<file path="config.mk">
export PLATFORM = sky130hd
export DESIGN_NAME = seg7_scan_controller
export DESIGN_NICKNAME = d
export VERILOG_FILES = /design/src/rtl/seg7_scan_controller_pkg.sv /design/src/rtl/seg7_slot_timer.sv /design/src/rtl/seg7_scan_controller.sv
export SDC_FILE = /design/constraint.sdc
export NUM_CORES = 1
export LEC_CHECK = 0
export BUFFER_PORTS_ARGS = -buffer_cell sky130_fd_sc_hd__buf_2
export CAP_MARGIN = 20
export CORE_MARGIN = 2
export CORE_UTILIZATION = 40
export CTS_CLUSTER_SIZE = 24
export DETAILED_ROUTE_END_ITERATION = 6
export HOLD_SLACK_MARGIN = 0.1
export SKIP_CTS_REPAIR_TIMING = 1
export SYNTH_ARGS = -nofsm -noshare
export SYNTH_HDL_FRONTEND = slang
export SYNTH_SLANG_ARGS = --single-unit
export TNS_END_PERCENT = 50
</file>
<file path="constraint.sdc">
create_clock -name clk -period 3.61 [get_ports clk]
set_clock_uncertainty 0.15 [all_clocks]
set_input_delay 0.5415 -clock clk [delete_from_list [all_inputs] [get_ports clk]]
set_output_delay 0.5415 -clock clk [all_outputs]
set_load 0.02 [all_outputs]
</file>
<file path="src/rtl/seg7_scan_controller_pkg.sv">
// Shared definitions for the 7-segment scan controller and the encoder it feeds.
// CODE_W matches the width of the shared encoder's switch input.
package seg7_scan_controller_pkg;

    localparam int CODE_W = 5;

    typedef enum logic [1:0] {
        IDLE  = 2'd0,
        BLANK = 2'd1,
        SHOW  = 2'd2
    } scan_state_e;

endpackage

</file>
<file path="src/rtl/seg7_slot_timer.sv">
// Per-digit slot counter: counts 0..SLOT_CYCLES-1 while run is high, clears when low.
// Strobes mark the last blank cycle, the cycle before slot end, and the slot end.
module seg7_slot_timer #(
    parameter int SLOT_CYCLES  = 50000,
    parameter int BLANK_CYCLES = 500
) (
    input  logic clk,
    input  logic rst_n,
    input  logic run,
    output logic blank_end,
    output logic slot_almost_end,
    output logic slot_end
);

    localparam int CNT_W = $clog2(SLOT_CYCLES);

    logic [CNT_W-1:0] cnt_q;
    logic [CNT_W-1:0] cnt_d;

    always_comb begin
        cnt_d = '0;
        if (run) begin
            cnt_d = (cnt_q == CNT_W'(SLOT_CYCLES - 1)) ? '0 : cnt_q + CNT_W'(1);
        end
    end

    // NOTE: sequential state uses non-blocking assignments so every flop samples pre-edge values.
    always_ff @(posedge clk or negedge rst_n) begin
        if (!rst_n) begin
            cnt_q <= '0;
        end else begin
            cnt_q <= cnt_d;
        end
    end

    assign blank_end       = run && (cnt_q == CNT_W'(BLANK_CYCLES - 1));
    assign slot_almost_end = run && (cnt_q == CNT_W'(SLOT_CYCLES - 2));
    assign slot_end        = run && (cnt_q == CNT_W'(SLOT_CYCLES - 1));

endmodule

</file>
<file path="src/rtl/seg7_scan_controller.sv">
// Time-multiplexed scan of NUM_DIGITS common-anode digits through one shared encoder,
// with frame-aligned loading of new display contents via a valid/ready handshake.
module seg7_scan_controller
    import seg7_scan_controller_pkg::*;
#(
    parameter int NUM_DIGITS   = 4,
    parameter int SLOT_CYCLES  = 50000,
    parameter int BLANK_CYCLES = 500
) (
    input  logic                         clk,
    input  logic                         rst_n,
    input  logic                         enable,
    input  logic                         load_valid,
    input  logic [CODE_W*NUM_DIGITS-1:0] load_data,
    output logic                         load_ready,
    output logic [CODE_W-1:0]            code,
    output logic [NUM_DIGITS-1:0]        an,
    output logic                         frame_done
);

    localparam int                IDX_W    = $clog2(NUM_DIGITS);
    localparam logic [IDX_W-1:0]  LAST_IDX = IDX_W'(NUM_DIGITS - 1);

    scan_state_e                  state_q, state_d;
    logic [IDX_W-1:0]             idx_q, idx_d;
    logic [CODE_W*NUM_DIGITS-1:0] display_q, display_d;
    logic [CODE_W*NUM_DIGITS-1:0] pending_q, pending_d;
    logic                         pending_vld_q, pending_vld_d;
    logic                         load_ready_q, load_ready_d;
    logic [CODE_W-1:0]            code_q, code_d;
    logic [NUM_DIGITS-1:0]        an_q, an_d;
    logic                         frame_done_q, frame_done_d;

    logic run;
    logic blank_end;
    logic slot_almost_end;
    logic slot_end;
    logic apply;

    assign run = enable && (state_q != IDLE);

    seg7_slot_timer #(
        .SLOT_CYCLES  (SLOT_CYCLES),
        .BLANK_CYCLES (BLANK_CYCLES)
    ) u_slot_timer (
        .clk             (clk),
        .rst_n           (rst_n),
        .run             (run),
        .blank_end       (blank_end),
        .slot_almost_end (slot_almost_end),
        .slot_end        (slot_end)
    );

    // NOTE: every signal written here gets a default first, so no latch can be inferred.
    always_comb begin
        state_d       = state_q;
        idx_d         = idx_q;
        display_d     = display_q;
        pending_d     = pending_q;
        pending_vld_d = pending_vld_q;
        code_d        = code_q;

        unique case (state_q)
            IDLE:  if (enable) state_d = BLANK;
            BLANK: begin
                if (!enable)        state_d = IDLE;
                else if (blank_end) state_d = SHOW;
            end
            SHOW: begin
                if (!enable) begin
                    state_d = IDLE;
                end else if (slot_end) begin
                    state_d = BLANK;
                    idx_d   = (idx_q == LAST_IDX) ? '0 : idx_q + IDX_W'(1);
                end
            end
            default: state_d = IDLE;
        endcase
        if (!enable) idx_d = '0;

        // Frame boundary while scanning, or any time the scan is parked in IDLE.
        apply = pending_vld_q && ((frame_done_q && enable) || (state_q == IDLE));
        if (apply) begin
            display_d     = pending_q;
            pending_vld_d = 1'b0;
        end
        if (load_valid && load_ready_q) begin
            pending_d     = load_data;
            pending_vld_d = 1'b1;
        end

        if ((state_d == BLANK && state_q != BLANK) || (state_q == IDLE && apply)) begin
            code_d = display_d[int'(idx_d)*CODE_W +: CODE_W];
        end

        an_d         = (state_d == SHOW) ? ~(NUM_DIGITS'(1) << idx_d) : '1;
        frame_done_d = slot_almost_end && (idx_q == LAST_IDX);
        load_ready_d = !pending_vld_d;
    end

    // NOTE: display and pending are ordinary registers, so they take the async reset too.
    always_ff @(posedge clk or negedge rst_n) begin
        if (!rst_n) begin
            state_q       <= IDLE;
            idx_q         <= '0;
            display_q     <= '0;
            pending_q     <= '0;
            pending_vld_q <= 1'b0;
            load_ready_q  <= 1'b1;
            code_q        <= '0;
            an_q          <= '1;
            frame_done_q  <= 1'b0;
        end else begin
            state_q       <= state_d;
            idx_q         <= idx_d;
            display_q     <= display_d;
            pending_q     <= pending_d;
            pending_vld_q <= pending_vld_d;
            load_ready_q  <= load_ready_d;
            code_q        <= code_d;
            an_q          <= an_d;
            frame_done_q  <= frame_done_d;
        end
    end

    assign load_ready = load_ready_q;
    assign code       = code_q;
    assign an         = an_q;
    assign frame_done = frame_done_q;

endmodule

</file>
==> impl_results.html, run 1 <==
<table>
<tr><th>Metric</th><th>Value</th></tr>
<tr><th colspan="2">Outcome</th></tr>
<tr><td>Outcome</td><td>completed</td></tr>
<tr><th colspan="2">Timing</th></tr>
<tr><td>Relative slew slack</td><td>0.385</td></tr>
<tr><td>Count of endpoints failing hold in the final timing report</td><td>0</td></tr>
<tr><td>Highest clock rate</td><td>between 300 and 400 MHz</td></tr>
<tr><td>Final number of setup-violating endpoints</td><td>0</td></tr>
<tr><td>Slew @ Worst Pin</td><td>0.920 ns</td></tr>
<tr><td>Final worst slack</td><td>roughly 1.1 ns</td></tr>
<tr><td>Post-layout min period</td><td>2.52 ns</td></tr>
<tr><td>Portion of the clock cycle consumed by the worst path in the final layout</td><td>0.699</td></tr>
<tr><td>Setup Total Neg Slack</td><td>0 ns</td></tr>
<tr><td>Setup repair after global routing missed its margin</td><td>false</td></tr>
<tr><td>Number of max-slew violations in the final report</td><td>0</td></tr>
<tr><th colspan="2">Worst setup path</th></tr>
<tr><td>Worst path required time</td><td>3.68 ns</td></tr>
<tr><td>Arrival time at the worst endpoint</td><td>2.59 ns</td></tr>
<tr><td>Crit path launch type</td><td>flip-flop</td></tr>
<tr><td>Critical path endpoint category</td><td>flip-flop</td></tr>
<tr><td>Biggest fanout along the worst timing path</td><td>10</td></tr>
<tr><td>Start-to-end type of the worst setup path</td><td>flip-flop to flip-flop</td></tr>
<tr><th colspan="2">Clock network</th></tr>
<tr><td>Clock insertion delay at the later pin of the skew report</td><td>0.35 ns</td></tr>
<tr><td>Clk pin slew, worst setup/hold paths</td><td>0.08 ns</td></tr>
<tr><td>Cts bufs inserted</td><td>9</td></tr>
<tr><td>CTS sink count</td><td>72</td></tr>
<tr><td>Maximum root-to-sink buffer count</td><td>2</td></tr>
<tr><td>Total number of H-tree levels</td><td>3</td></tr>
<tr><td>Root cell of the clock tree</td><td>clkbuf_8</td></tr>
<tr><td>Clock tree from TritonCTS</td><td>yes</td></tr>
<tr><th colspan="2">Logic synthesis</th></tr>
<tr><td>Net Count, Synth</td><td>325</td></tr>
<tr><td>Number of enable flip-flop cells after synthesis</td><td>0</td></tr>
<tr><td>Synth async-reset ratio</td><td>1.00</td></tr>
<tr><td>Avg Cell Area, Syn</td><td>11.4 um^2</td></tr>
<tr><td>Count of distinct cell types in the synthesized netlist</td><td>between 50 and 60</td></tr>
<tr><td>Cell count after synthesis</td><td>slightly below 300</td></tr>
<tr><td>Cell accounting for the most synthesized area</td><td>dfrtp_1</td></tr>
<tr><td>Synthesized flop and latch total</td><td>72</td></tr>
<tr><td>Fraction of synthesized cell area taken by the top area cell type</td><td>0.494</td></tr>
<tr><td>Warnings, synthesis</td><td>0</td></tr>
<tr><td>Most common flop cell mapped by yosys</td><td>dfrtp_1</td></tr>
<tr><td>Post-synthesis sequential area ratio</td><td>0.533</td></tr>
<tr><td>Leading cell types by total area after synthesis</td><td>dfrtp_1, mux2_2, mux2_1</td></tr>
<tr><td>Area of the mapped netlist</td><td>~3400 um^2</td></tr>
<tr><th colspan="2">GRT</th></tr>
<tr><td>Maximum number of pins on one net before global-route repair</td><td>73</td></tr>
<tr><td>Antenna violations before repair</td><td>0</td></tr>
<tr><td>GRT Overall Usage</td><td>0.168</td></tr>
<tr><td>Total overflow reported by the global router</td><td>0</td></tr>
<tr><td>Global-route wire length before repair</td><td>11,600 um</td></tr>
<tr><td>Number of global-route vias before repair</td><td>about 2,300</td></tr>
<tr><th colspan="2">Floorplanning</th></tr>
<tr><td>Initial core utilization</td><td>0.413</td></tr>
<tr><td>Count of boundary I/O pins</td><td>35</td></tr>
<tr><td>Chip Height</td><td>96.1 um</td></tr>
<tr><td>Total die area</td><td>9240 um^2</td></tr>
<tr><td>Number of rows created at floorplan</td><td>33</td></tr>
<tr><td>Floorplan core area</td><td>a little over 8000 um^2</td></tr>
<tr><td>DIE WIDTH</td><td>96.1 um</td></tr>
<tr><th colspan="2">Placed design</th></tr>
<tr><td>Count of input and output buffers</td><td>34</td></tr>
<tr><td>RePlAce Congestion</td><td>between 0.8 and 0.9</td></tr>
<tr><td>Half-perimeter wire length after detailed placement</td><td>4880 um</td></tr>
<tr><td>Placement Setup Slack</td><td>0.789 ns</td></tr>
<tr><th colspan="2">Layout</th></tr>
<tr><td>Final core utilization</td><td>0.466</td></tr>
<tr><td>Filler Cells Inserted</td><td>between 700 and 800</td></tr>
<tr><td>Most frequent cells in the layout</td><td>dfrtp_1, buf_2, nand2_1</td></tr>
<tr><td>Combined area of the multi-input logic cells</td><td>between 1000 and 1500 um^2</td></tr>
<tr><td>Area taken by flip-flops and latches</td><td>1810 um^2</td></tr>
<tr><td>Net count, final</td><td>361</td></tr>
<tr><td>Most frequent standard cell in the layout excluding fill and tap cells</td><td>dfrtp_1</td></tr>
<tr><td>Fraction of final layout cells sized beyond drive strength 1</td><td>0.240</td></tr>
<tr><td>Antenna diode count</td><td>0</td></tr>
<tr><td>Signed area change from the synthesized netlist to the final layout</td><td>12.8%</td></tr>
<tr><th colspan="2">Routing</th></tr>
<tr><td>Iteration count of the initial detailed-routing pass</td><td>5</td></tr>
<tr><td>Vias per inst</td><td>about 5.3</td></tr>
<tr><td>Detail-routed net length per standard cell</td><td>15.8 um</td></tr>
<tr><td>Via total after detailed routing</td><td>2,342</td></tr>
<tr><td>Drt first-iter violations</td><td>210</td></tr>
<tr><td>Routed wire length</td><td>around 7000 um</td></tr>
<tr><td>DRC violation count after routing</td><td>0</td></tr>
<tr><td>Post-detailed-route count of antenna-violating nets</td><td>0</td></tr>
<tr><th colspan="2">Power</th></tr>
<tr><td>Static leakage</td><td>around 1.7 nW</td></tr>
<tr><td>PD cells</td><td>around 540 nW/um^2</td></tr>
<tr><td>Max VDD drop</td><td>0.203 mV</td></tr>
<tr><th colspan="2">Job</th></tr>
<tr><td># Max-Cap Violations</td><td>0</td></tr>
<tr><th colspan="2">Hold path</th></tr>
<tr><td>HP Class</td><td>input pin to asynchronous set/reset pin</td></tr>
</table>
## final cells by class
type	instances	share of cell area
Multi-Input combinational cell	200	0.380
Tap cell	105	0.0343
Inverter	14	0.0137
Timing Repair Buffer	36	0.0484
Clock inverter	6	0.0177
Sequential cell	72	0.473
Clock buffer	10	0.0334
## report_power, final
| group | internal, mW | switching [mW] | leakage, nW |
|---|---|---|---|
| Clock | 0.323 | 0.317 | 0.0933 |
| Combinational | 0.177 | 0.211 | 0.747 |
| Sequential | 0.976 | 0.0699 | 0.879 |
| Total | 1.48 | 0.598 | 1.72 |
## Yosys cell counts, types with 2 or more instances
master and instances:
dfrtp_1 67, nand2_1 26, nor2_1 24, mux2_2 16, mux2_1 15, nand3_1 14, inv_1 13, xor2_1 8
a21oi_1 7, and3_1 7, mux2i_1 7, o21ai_0 6, dfstp_2 5, nand4_1 5, a21boi_0 4, a31oi_1 4
ha_1 4, o211ai_1 4, a32oi_1 3, and2_1 3, buf_2 3, clkbuf_1 3, nor3_1 3, or3_1 3
xnor2_1 3, a211oi_1 2, a2bb2oi_1 2, and4_1 2, buf_4 2, buf_6 2, nand3b_1 2, nor4_1 2
## kinds of logic (layout without fill, tap and decap cells)
kind of cell	count (synthesis)	in the layout	share of synthesized area
buffers and inverters	25	66	0.0387
multiplexers	39	39	0.128
AO/OA/AOI/OAI	41	41	0.0833
flip-flops	72	72	0.533
adder cells (fa/ha/maj)	4	4	0.0147
AND/OR/NAND/NOR	105	105	0.174
XOR/XNOR	11	11	0.0284
## flip-flops by register name, summed over array words and instances (netlist names)
name                flops
pending_vld_q           1
code                    5
load_ready              1
frame_done              1
u_slot_timer.cnt_q     16
display_q              20
idx_q                   2
an                      4
pending_q              20
state_q                 2
## worst max-delay path, stage by stage, from the launching register on
cell      delay, ns
dfrtp_1        0.43
ha_1           0.16
and3_1         0.48
nand3_1        0.22
o21ai_0        0.38
a21boi_0       0.18
a211oi_1       0.26
a31oi_1        0.12
## final timing paths
check / startpoint / to / slack (ns) / cells after the start
max in group asynchronous: rst_n / display_q[3]$_DFF_PN0_ / 2.48 / 2
setup / recovery: u_slot_timer.cnt_q[0]$_DFF_PN0_ / code[4]$_DFFE_PN0P_ / 1.09 / 7
min in group clk: load_data[9] / pending_q[9]$_DFFE_PN0P_ / 0.24 / 2
hold / removal: rst_n / u_slot_timer.cnt_q[9]$_DFF_PN0_ / 0.23 / 2
setup reg to reg: u_slot_timer.cnt_q[0]$_DFF_PN0_ / code[4]$_DFFE_PN0P_ / 1.09 / 7
hold reg to reg: display_q[13]$_DFF_PN0_ / display_q[13]$_DFF_PN0_ / 0.33 / 2
## per-stage QoR
step	cells	cell area (um^2)	power [mW]	hold slack [ns]
floorplan	297	3390	1.32	0.0959
global route	443	3830	2.19	0.241
global placement	427	3630	1.44	0.312
CTS	443	3830	2.10	0.234
detailed placement	427	3630	1.46	0.320
finish	443	3830	2.07	0.233
## per-layer routing
| layer | vias up | GRT usage | wire length (um) |
|---|---|---|---|
| met5 | - | 0 | 0 |
| li1 | 1128 | - | - |
| met4 | 0 | 0.0750 | 147 |
| met1 | 1149 | 0.250 | 3530 |
| met3 | 13 | 0.0321 | 294 |
| met2 | 52 | 0.237 | 3030 |
No activity file was read; power rests on OpenSTA's default activity.
==> run 2, diff against run 1 <==
ABC_AREA = 1   (was default)
clock period = 2.1 ns   (was 3.61 ns; I/O delays follow)
==> run 2 against run 1 <==
  * Global-route usage down 0.21 points
  * Critical path type unchanged
  * Critical endpoint unchanged
  * Total power increased by 87%
  * Combinational power grew to 2.6 times the previous value
  * Die area increased by 0.74%
  * Flip-flop and latch count did not move
==> impl_results.html, run 2 <==
<table>
<tr><th>Metric</th><th>Value</th></tr>
<tr><th colspan="2">Placed design</th></tr>
<tr><td>Count of input and output buffers</td><td>34 (unchanged)</td></tr>
<tr><td># placed instances</td><td>495 (+16%)</td></tr>
<tr><td>RePlAce Congestion</td><td>0.860 (+3.2%)</td></tr>
<tr><td>Area after detailed placement</td><td>3750 um^2 (+3.2%)</td></tr>
<tr><td>Half-perimeter wire length after detailed placement</td><td>4860 um (-0.39%)</td></tr>
<tr><th colspan="2">Logic synthesis</th></tr>
<tr><td>Count of distinct cell types in the synthesized netlist</td><td>42 (-28%)</td></tr>
<tr><td>Net Count, Synth</td><td>385 (+18%)</td></tr>
<tr><td>Most frequently used cell type in the post-synthesis netlist</td><td>nand2_1</td></tr>
<tr><td>Fraction of synthesized cell area taken by the top area cell type</td><td>0.490 (-0.00380)</td></tr>
<tr><td>Synth async-reset ratio</td><td>1.00 (unchanged)</td></tr>
<tr><td>Cell accounting for the most synthesized area</td><td>dfrtp_1</td></tr>
<tr><td>Leading cell types by total area after synthesis</td><td>dfrtp_1, nand2_1, mux2_2</td></tr>
<tr><td>Avg Cell Area, Syn</td><td>9.58 um^2 (-16%)</td></tr>
<tr><td>Warnings, synthesis</td><td>0 (unchanged)</td></tr>
<tr><td>Number of enable flip-flop cells after synthesis</td><td>0 (unchanged)</td></tr>
<tr><td>Most common flop cell mapped by yosys</td><td>dfrtp_1</td></tr>
<tr><td>Synthesized flop and latch total</td><td>72 (unchanged)</td></tr>
<tr><td>Post-synthesis sequential area ratio</td><td>0.529 (-0.00409)</td></tr>
<tr><td>Commonest cells post-synth</td><td>nand2_1, dfrtp_1, nand3_1</td></tr>
<tr><td>Cell count after synthesis</td><td>357 (+20%)</td></tr>
<tr><td>Area of the mapped netlist</td><td>3420 um^2 (+0.77%)</td></tr>
<tr><th colspan="2">Layout</th></tr>
<tr><td>Filler Cells Inserted</td><td>780 (+0.52%)</td></tr>
<tr><td>Most frequent standard cell in the layout excluding fill and tap cells</td><td>nand2_1</td></tr>
<tr><td>Signed area change from the synthesized netlist to the final layout</td><td>21.3%</td></tr>
<tr><td>Antenna diode count</td><td>0 (unchanged)</td></tr>
<tr><td>Most frequent cells in the layout</td><td>nand2_1, dfrtp_1, buf_2</td></tr>
<tr><td>Biggest registers after layout</td><td>display_q x20, pending_q x20, u_slot_timer.cnt_q x16</td></tr>
<tr><td>Final Non-Filler Cells</td><td>533 (+20%)</td></tr>
<tr><td>Total non-filler cell area in the finished layout</td><td>4150 um^2 (+8.4%)</td></tr>
<tr><td>Net count, final</td><td>451 (+25%)</td></tr>
<tr><td>Combined area of the multi-input logic cells</td><td>1430 um^2 (-1.8%)</td></tr>
<tr><td>Fraction of final layout cells sized beyond drive strength 1</td><td>0.285 (+0.0454)</td></tr>
<tr><td>Area taken by flip-flops and latches</td><td>1810 um^2 (unchanged)</td></tr>
<tr><th colspan="2">Timing</th></tr>
<tr><td>Final number of setup-violating endpoints</td><td>0 (unchanged)</td></tr>
<tr><td>Number of max-slew violations in the final report</td><td>0 (unchanged)</td></tr>
<tr><td>Post-layout min period</td><td>1.94 ns (-0.585 ns)</td></tr>
<tr><td>Setup repair after global routing missed its margin</td><td>false</td></tr>
<tr><td>Setup Total Neg Slack</td><td>0 ns (unchanged)</td></tr>
<tr><td>Highest clock rate</td><td>515 MHz (+30%)</td></tr>
<tr><td>Portion of the clock cycle consumed by the worst path in the final layout</td><td>0.924 (+0.224)</td></tr>
<tr><td>Relative slew slack</td><td>0.670 (+0.285)</td></tr>
<tr><td>Count of endpoints failing hold in the final timing report</td><td>0 (unchanged)</td></tr>
<tr><td>Slew @ Worst Pin</td><td>0.491 ns (-0.429 ns)</td></tr>
<tr><th colspan="2">Routing</th></tr>
<tr><td>Routed wire length</td><td>6880 um (-1.7%)</td></tr>
<tr><td>Length of routed met3 wiring</td><td>251 um (-15%)</td></tr>
<tr><td>Vias per inst</td><td>4.86 (-8.0%)</td></tr>
<tr><td>Via total after detailed routing</td><td>2,591 (+11%)</td></tr>
<tr><td>Drt first-iter violations</td><td>124 (-41%)</td></tr>
<tr><td>Met1 Wirelength</td><td>3290 um (-6.9%)</td></tr>
<tr><td>Detail-routed net length per standard cell</td><td>12.9 um (-18%)</td></tr>
<tr><td>Iteration count of the initial detailed-routing pass</td><td>4 (-1)</td></tr>
<tr><td>Routed met2 length</td><td>3250 um (+7.4%)</td></tr>
<tr><td>Post-detailed-route count of antenna-violating nets</td><td>0 (unchanged)</td></tr>
<tr><td>Top routing layer in use</td><td>met4</td></tr>
<tr><td>DRC violation count after routing</td><td>0 (unchanged)</td></tr>
<tr><th colspan="2">Clock network</th></tr>
<tr><td>Cts bufs inserted</td><td>9 (unchanged)</td></tr>
<tr><td>Clock tree from TritonCTS</td><td>yes</td></tr>
<tr><td>Clk pin slew, worst setup/hold paths</td><td>0.07 ns (about the same)</td></tr>
<tr><td>Root cell of the clock tree</td><td>clkbuf_8</td></tr>
<tr><td>CTS sink count</td><td>72 (unchanged)</td></tr>
<tr><td>Clock insertion delay at the later pin of the skew report</td><td>0.35 ns (about the same)</td></tr>
<tr><td>Maximum root-to-sink buffer count</td><td>2 (unchanged)</td></tr>
<tr><td>Total number of H-tree levels</td><td>3 (unchanged)</td></tr>
<tr><th colspan="2">Outcome</th></tr>
<tr><td>Outcome</td><td>completed</td></tr>
<tr><th colspan="2">Floorplanning</th></tr>
<tr><td>Initial core utilization</td><td>0.414 (+0.00112)</td></tr>
<tr><td>Chip Height</td><td>96.5 um (+0.37%)</td></tr>
<tr><td>Count of boundary I/O pins</td><td>35 (unchanged)</td></tr>
<tr><td>Total die area</td><td>9300 um^2 (+0.74%)</td></tr>
<tr><td>DIE WIDTH</td><td>96.5 um (+0.37%)</td></tr>
<tr><td>Number of rows created at floorplan</td><td>33 (unchanged)</td></tr>
<tr><td>Floorplan core area</td><td>8260 um^2 (+0.50%)</td></tr>
<tr><th colspan="2">Worst setup path</th></tr>
<tr><td>Crit path launch type</td><td>flip-flop</td></tr>
<tr><td>CP bufs+invs</td><td>1 (+1)</td></tr>
<tr><td>Worst path required time</td><td>2.19 ns (-1.49 ns)</td></tr>
<tr><td>Chain of cells forming the critical path</td><td>nor2_1, nand3_2, nor2_4, nand3_4, nand2_1, nand2_2, nor2_8, inv_2, nand2_1, nand2_1, nand2_1, nand2_1</td></tr>
<tr><td>Slowest cell on crit path</td><td>dfrtp_1</td></tr>
<tr><td>Critical Path Most Common Cell</td><td>nand2_1</td></tr>
<tr><td>Biggest fanout along the worst timing path</td><td>9 (-1)</td></tr>
<tr><td>Critical path endpoint category</td><td>flip-flop</td></tr>
<tr><td>Arrival time at the worst endpoint</td><td>2.03 ns (-0.56 ns)</td></tr>
<tr><td>Start-to-end type of the worst setup path</td><td>flip-flop to flip-flop</td></tr>
<tr><td>Stage delay of the slowest cell on the critical path</td><td>0.42 ns (-0.06 ns)</td></tr>
<tr><td>Top Family by Delay on Critical Path</td><td>simple AND/OR/NAND/NOR gates</td></tr>
<tr><th colspan="2">GRT</th></tr>
<tr><td>Antenna violations before repair</td><td>0 (unchanged)</td></tr>
<tr><td>Maximum number of pins on one net before global-route repair</td><td>73 (unchanged)</td></tr>
<tr><td>GRT Overall Usage</td><td>0.166 (-0.00211)</td></tr>
<tr><td>Total overflow reported by the global router</td><td>0 (unchanged)</td></tr>
<tr><td>Number of global-route vias before repair</td><td>2,475 (+10%)</td></tr>
<tr><td>Global-route wire length before repair</td><td>11,700 um (+1.4%)</td></tr>
<tr><th colspan="2">Power</th></tr>
<tr><td>Static leakage</td><td>2.00 nW (+16%)</td></tr>
<tr><td>Max VDD drop</td><td>0.668 mV (+230%)</td></tr>
<tr><td>Total Power</td><td>3.88 mW (+87%)</td></tr>
<tr><td>PD cells</td><td>935 nW/um^2 (+73%)</td></tr>
<tr><th colspan="2">Job</th></tr>
<tr><td># Max-Cap Violations</td><td>0 (unchanged)</td></tr>
<tr><th colspan="2">Hold path</th></tr>
<tr><td>HP Class</td><td>input pin to flip-flop</td></tr>
</table>
==> run 2: worst register-to-register path, stage by stage, from the launching register on <==
cell     delay (ns)
dfrtp_1        0.42
nor2_1         0.15
nand3_2        0.12
nor2_4         0.14
nand3_4        0.11
nand2_1        0.10
nand2_2        0.08
nor2_8         0.16
inv_2          0.11
nand2_1        0.09
nand2_1        0.07
nand2_1        0.07
nand2_1        0.05
==> run 2: path summary, 6_finish.rpt <==
kind	from	to	slack [ns]	cells past startpoint
hold reg to reg	display_q[8]$_DFF_PN0_	display_q[8]$_DFF_PN0_	0.32	2
min in group asynchronous	rst_n	u_slot_timer.cnt_q[8]$_DFF_PN0_	0.35	3
setup reg to reg	u_slot_timer.cnt_q[7]$_DFF_PN0_	code[4]$_DFFE_PN0P_	0.16	12
hold / removal	enable	state_q[0]$_DFF_PN0_	0.20	3
setup / recovery	u_slot_timer.cnt_q[7]$_DFF_PN0_	code[4]$_DFFE_PN0P_	0.16	12
max in group asynchronous	rst_n	load_ready$_DFF_PN1_	1.09	3
==> run 2: metal layers <==
metal  vias up  track usage
met4         0       0.0528
met5         -            0
li1       1312            -
met3         8       0.0489
met1      1230        0.220
met2        41        0.263
==> run 2: through the flow <==
| stage | worst slack (ns) | hold WS (ns) | utilization |
|---|---|---|---|
| floorplan | 0.296 | -0.131 | - |
| global route | 0.00386 | 0.204 | 0.502 |
| global placement | 0.0693 | 0.222 | 0.454 |
| detailed placement | 0.0605 | 0.223 | 0.454 |
| finish | 0.160 | 0.202 | 0.502 |
| CTS | 0.0468 | -0.162 | 0.474 |
==> run 2: cells by family after synthesis <==
| family | share of synthesized area |
|---|---|
| buf+inv | 0.0574 |
| fa+ha+maj | 0.0146 |
| mux | 0.0659 |
| xor+xnor | 0.00512 |
| simple gates | 0.298 |
| flops | 0.529 |
| compound gates | 0.0304 |
==> run 2: where the power goes <==
| group | switching [mW] | total, mW | leakage [nW] | internal (mW) |
|---|---|---|---|---|
| clock network | 0.492 | 0.945 | 0.0899 | 0.453 |
| logic | 0.596 | 1.02 | 1.01 | 0.425 |
| registers | 0.155 | 1.91 | 0.899 | 1.76 |
| total | 1.24 | 3.88 | 2.00 | 2.64 |
==> run 2: final cells by class <==
type | instances | area share
clock buffers | 12 | 0.0350
repair buffers | 68 | 0.122
flip-flops and latches | 72 | 0.436
multi-input cells | 243 | 0.344
clock inverters | 4 | 0.00483
inverters | 29 | 0.0262
well taps | 105 | 0.0317
==> run 3, diff against run 2 <==
SETUP_SLACK_MARGIN = 0.02   (was default)
clock period = 2 ns   (was 2.1 ns; I/O delays follow)
==> run 3 against run 2 <==
  * Clock power increased by 77%
  * Highest routed layer unchanged
  * Utilization increased by 3.4 points
  * Wire length increased by 7.5%
  * Critical path depth decreased by 5
  * Largest cell class unchanged
  * Total power increased by 22%
==> impl_results.html, run 3 (synthesis gave the netlist of run 2 again) <==
<table>
<tr><th>Metric</th><th>Value</th></tr>
<tr><th colspan="2">Timing</th></tr>
<tr><td>Final number of setup-violating endpoints</td><td>0 (unchanged)</td></tr>
<tr><td>Setup repair after global routing missed its margin</td><td>true</td></tr>
<tr><td>Post-layout min period</td><td>1.87 ns (-0.0664 ns)</td></tr>
<tr><td>Count of endpoints failing hold in the final timing report</td><td>0 (unchanged)</td></tr>
<tr><td>Portion of the clock cycle consumed by the worst path in the final layout</td><td>0.937 (+0.0130)</td></tr>
<tr><td>Setup Total Neg Slack</td><td>0 ns (unchanged)</td></tr>
<tr><td>Highest clock rate</td><td>534 MHz (+3.5%)</td></tr>
<tr><td>Number of max-slew violations in the final report</td><td>0 (unchanged)</td></tr>
<tr><td>Slew @ Worst Pin</td><td>0.440 ns (-0.0507 ns)</td></tr>
<tr><td>Relative slew slack</td><td>0.704 (+0.0341)</td></tr>
<tr><th colspan="2">Worst setup path</th></tr>
<tr><td>Crit path launch type</td><td>flip-flop</td></tr>
<tr><td>Number of gates on the worst path with buffers counted</td><td>7 (-5)</td></tr>
<tr><td>Chain of cells forming the critical path</td><td>inv_2, buf_6, nor3_4, nand4_1, nor4_2, nand2_1, a21boi_1</td></tr>
<tr><td>Stage delay of the slowest cell on the critical path</td><td>0.44 ns (+0.02 ns)</td></tr>
<tr><td>Biggest fanout along the worst timing path</td><td>4 (-5)</td></tr>
<tr><td>Start-to-end type of the worst setup path</td><td>flip-flop to flip-flop</td></tr>
<tr><td>Slowest cell on crit path</td><td>dfrtp_1</td></tr>
<tr><td>Arrival time at the worst endpoint</td><td>2.01 ns (-0.02 ns)</td></tr>
<tr><td>CP bufs+invs</td><td>2 (+1)</td></tr>
<tr><td>Worst path required time</td><td>2.13 ns (-0.06 ns)</td></tr>
<tr><td>Worst Reg-to-Reg Cells</td><td>7 (-5)</td></tr>
<tr><td>Critical path endpoint category</td><td>flip-flop</td></tr>
<tr><td>Top Family by Delay on Critical Path</td><td>simple AND/OR/NAND/NOR gates</td></tr>
<tr><th colspan="2">Routing</th></tr>
<tr><td>Routed wire length</td><td>7400 um (+7.5%)</td></tr>
<tr><td>Drt first-iter violations</td><td>79 (-36%)</td></tr>
<tr><td>Detail-routed net length per standard cell</td><td>13.5 um (+4.6%)</td></tr>
<tr><td>Vias per inst</td><td>4.99 (+2.6%)</td></tr>
<tr><td>DRC violation count after routing</td><td>0 (unchanged)</td></tr>
<tr><td>Iteration count of the initial detailed-routing pass</td><td>4 (unchanged)</td></tr>
<tr><td>Via total after detailed routing</td><td>2,734 (+5.5%)</td></tr>
<tr><td>Post-detailed-route count of antenna-violating nets</td><td>0 (unchanged)</td></tr>
<tr><th colspan="2">Layout</th></tr>
<tr><td>Most frequent cells in the layout</td><td>nand2_1, dfrtp_1, buf_2</td></tr>
<tr><td>Biggest registers after layout</td><td>display_q x20, pending_q x20, u_slot_timer.cnt_q x16</td></tr>
<tr><td>Most frequent standard cell in the layout excluding fill and tap cells</td><td>nand2_1</td></tr>
<tr><td>Total non-filler cell area in the finished layout</td><td>4430 um^2 (+6.8%)</td></tr>
<tr><td>Signed area change from the synthesized netlist to the final layout</td><td>29.5%</td></tr>
<tr><td>Filler Cells Inserted</td><td>765 (-1.9%)</td></tr>
<tr><td>Net count, final</td><td>466 (+3.3%)</td></tr>
<tr><td>Final core utilization</td><td>0.536 (+0.0341)</td></tr>
<tr><td>Antenna diode count</td><td>0 (unchanged)</td></tr>
<tr><td>Fraction of final layout cells sized beyond drive strength 1</td><td>0.330 (+0.0445)</td></tr>
<tr><th colspan="2">Outcome</th></tr>
<tr><td>Outcome</td><td>completed</td></tr>
<tr><th colspan="2">Power</th></tr>
<tr><td>Total Power</td><td>4.75 mW (+22%)</td></tr>
<tr><td>Max VDD drop</td><td>0.521 mV (-22%)</td></tr>
<tr><td>Static leakage</td><td>2.14 nW (+7.1%)</td></tr>
<tr><td>PD cells</td><td>1070 nW/um^2 (+15%)</td></tr>
<tr><th colspan="2">Clock network</th></tr>
<tr><td>Clk pin slew, worst setup/hold paths</td><td>0.09 ns (+0.02 ns)</td></tr>
<tr><td>Clock insertion delay at the later pin of the skew report</td><td>0.36 ns (about the same)</td></tr>
<tr><td>Maximum root-to-sink buffer count</td><td>2 (unchanged)</td></tr>
<tr><td>Clock tree from TritonCTS</td><td>yes</td></tr>
<tr><td>Root cell of the clock tree</td><td>clkbuf_8</td></tr>
<tr><td>Cts bufs inserted</td><td>9 (unchanged)</td></tr>
<tr><td>CTS sink count</td><td>72 (unchanged)</td></tr>
<tr><td>Total number of H-tree levels</td><td>3 (unchanged)</td></tr>
<tr><th colspan="2">Floorplanning</th></tr>
<tr><td>Chip Height</td><td>96.5 um (unchanged)</td></tr>
<tr><td>Initial core utilization</td><td>0.414 (unchanged)</td></tr>
<tr><td>Count of boundary I/O pins</td><td>35 (unchanged)</td></tr>
<tr><td>Number of rows created at floorplan</td><td>33 (unchanged)</td></tr>
<tr><td>DIE WIDTH</td><td>96.5 um (unchanged)</td></tr>
<tr><td>Total die area</td><td>9300 um^2 (unchanged)</td></tr>
<tr><td>Floorplan core area</td><td>8260 um^2 (unchanged)</td></tr>
<tr><th colspan="2">Hold path</th></tr>
<tr><td>HP Class</td><td>input pin to flip-flop</td></tr>
<tr><td>Cell count of the worst hold path</td><td>3 (unchanged)</td></tr>
<tr><th colspan="2">GRT</th></tr>
<tr><td>Antenna violations before repair</td><td>0 (unchanged)</td></tr>
<tr><td>GRT Overall Usage</td><td>0.172 (+0.00590)</td></tr>
<tr><td>Total overflow reported by the global router</td><td>0 (unchanged)</td></tr>
<tr><td>Number of global-route vias before repair</td><td>2,579 (+4.2%)</td></tr>
<tr><td>Maximum number of pins on one net before global-route repair</td><td>73 (unchanged)</td></tr>
<tr><td>Global-route wire length before repair</td><td>12,300 um (+4.6%)</td></tr>
<tr><th colspan="2">Placed design</th></tr>
<tr><td>Count of input and output buffers</td><td>34 (unchanged)</td></tr>
<tr><td>Area after detailed placement</td><td>3750 um^2 (about the same)</td></tr>
<tr><td>RePlAce Congestion</td><td>0.883 (+2.6%)</td></tr>
<tr><td>Half-perimeter wire length after detailed placement</td><td>4960 um (+2.0%)</td></tr>
<tr><th colspan="2">Job</th></tr>
<tr><td># Max-Cap Violations</td><td>0 (unchanged)</td></tr>
</table>
[run 3: cell types whose count changed in the layout (fill, tap and decap cells not counted), sizes merged]
cell,delta
clkbuf,-3
nand3,+1
buf,+14
bufinv,+5
clkinv,-2
[run 3: tightest hold or removal path, stage by stage]
cell      delay (ns)
buf_2           0.12
inv_2           0.09
o221ai_1        0.13
[run 3: power by group]
group / switching (mW) / internal (mW) / leakage [nW] / total [mW]
registers: 0.168 / 1.85 / 0.895 / 2.01
logic: 0.622 / 0.441 / 1.11 / 1.06
clock network: 0.589 / 1.08 / 0.144 / 1.67
total: 1.38 / 3.37 / 2.14 / 4.75
[run 3: path summary, 6_finish.rpt]
kind | slack, ns | endpoint | from
min in group asynchronous | 0.32 | u_slot_timer.cnt_q[4]$_DFF_PN0_ | rst_n
max | 0.13 | u_slot_timer.cnt_q[14]$_DFF_PN0_ | u_slot_timer.cnt_q[4]$_DFF_PN0_
min | 0.18 | state_q[0]$_DFF_PN0_ | enable
max reg2reg | 0.13 | u_slot_timer.cnt_q[14]$_DFF_PN0_ | u_slot_timer.cnt_q[4]$_DFF_PN0_
max in group asynchronous | 1.01 | load_ready$_DFF_PN1_ | rst_n
min reg2reg | 0.33 | display_q[17]$_DFF_PN0_ | display_q[17]$_DFF_PN0_
[run 3: routing by layer]
| layer | global-route usage | part of all wire |
|---|---|---|
| met4 | 0.0657 | 0.016 |
| met2 | 0.265 | 0.47 |
| met1 | 0.234 | 0.48 |
| met5 | 0 | 0 |
| met3 | 0.0427 | 0.037 |
[run 3: cell type report]
cell class / instances / area (um^2) / area share
clock buffer: 9 / 124 / 0.0280
clock inverter: 7 / 168 / 0.0379
inverter: 29 / 111 / 0.0251
multi-input combinational: 244 / 1470 / 0.332
sequential: 72 / 1810 / 0.409
tap: 105 / 131 / 0.0297
timing repair buffer: 82 / 614 / 0.139
[run 3: per-stage QoR]
| stage | cells | setup WS [ns] | hold WS [ns] |
|---|---|---|---|
| after floorplan | 357 | 0.196 | -0.146 |
| after detailed placement | 497 | 0.0175 | 0.210 |
| after global routing | 548 | -0.0288 | 0.204 |
| after CTS | 513 | 0.000917 | -0.179 |
| final | 548 | 0.126 | 0.178 |
| after global placement | 497 | 0.0329 | 0.208 |
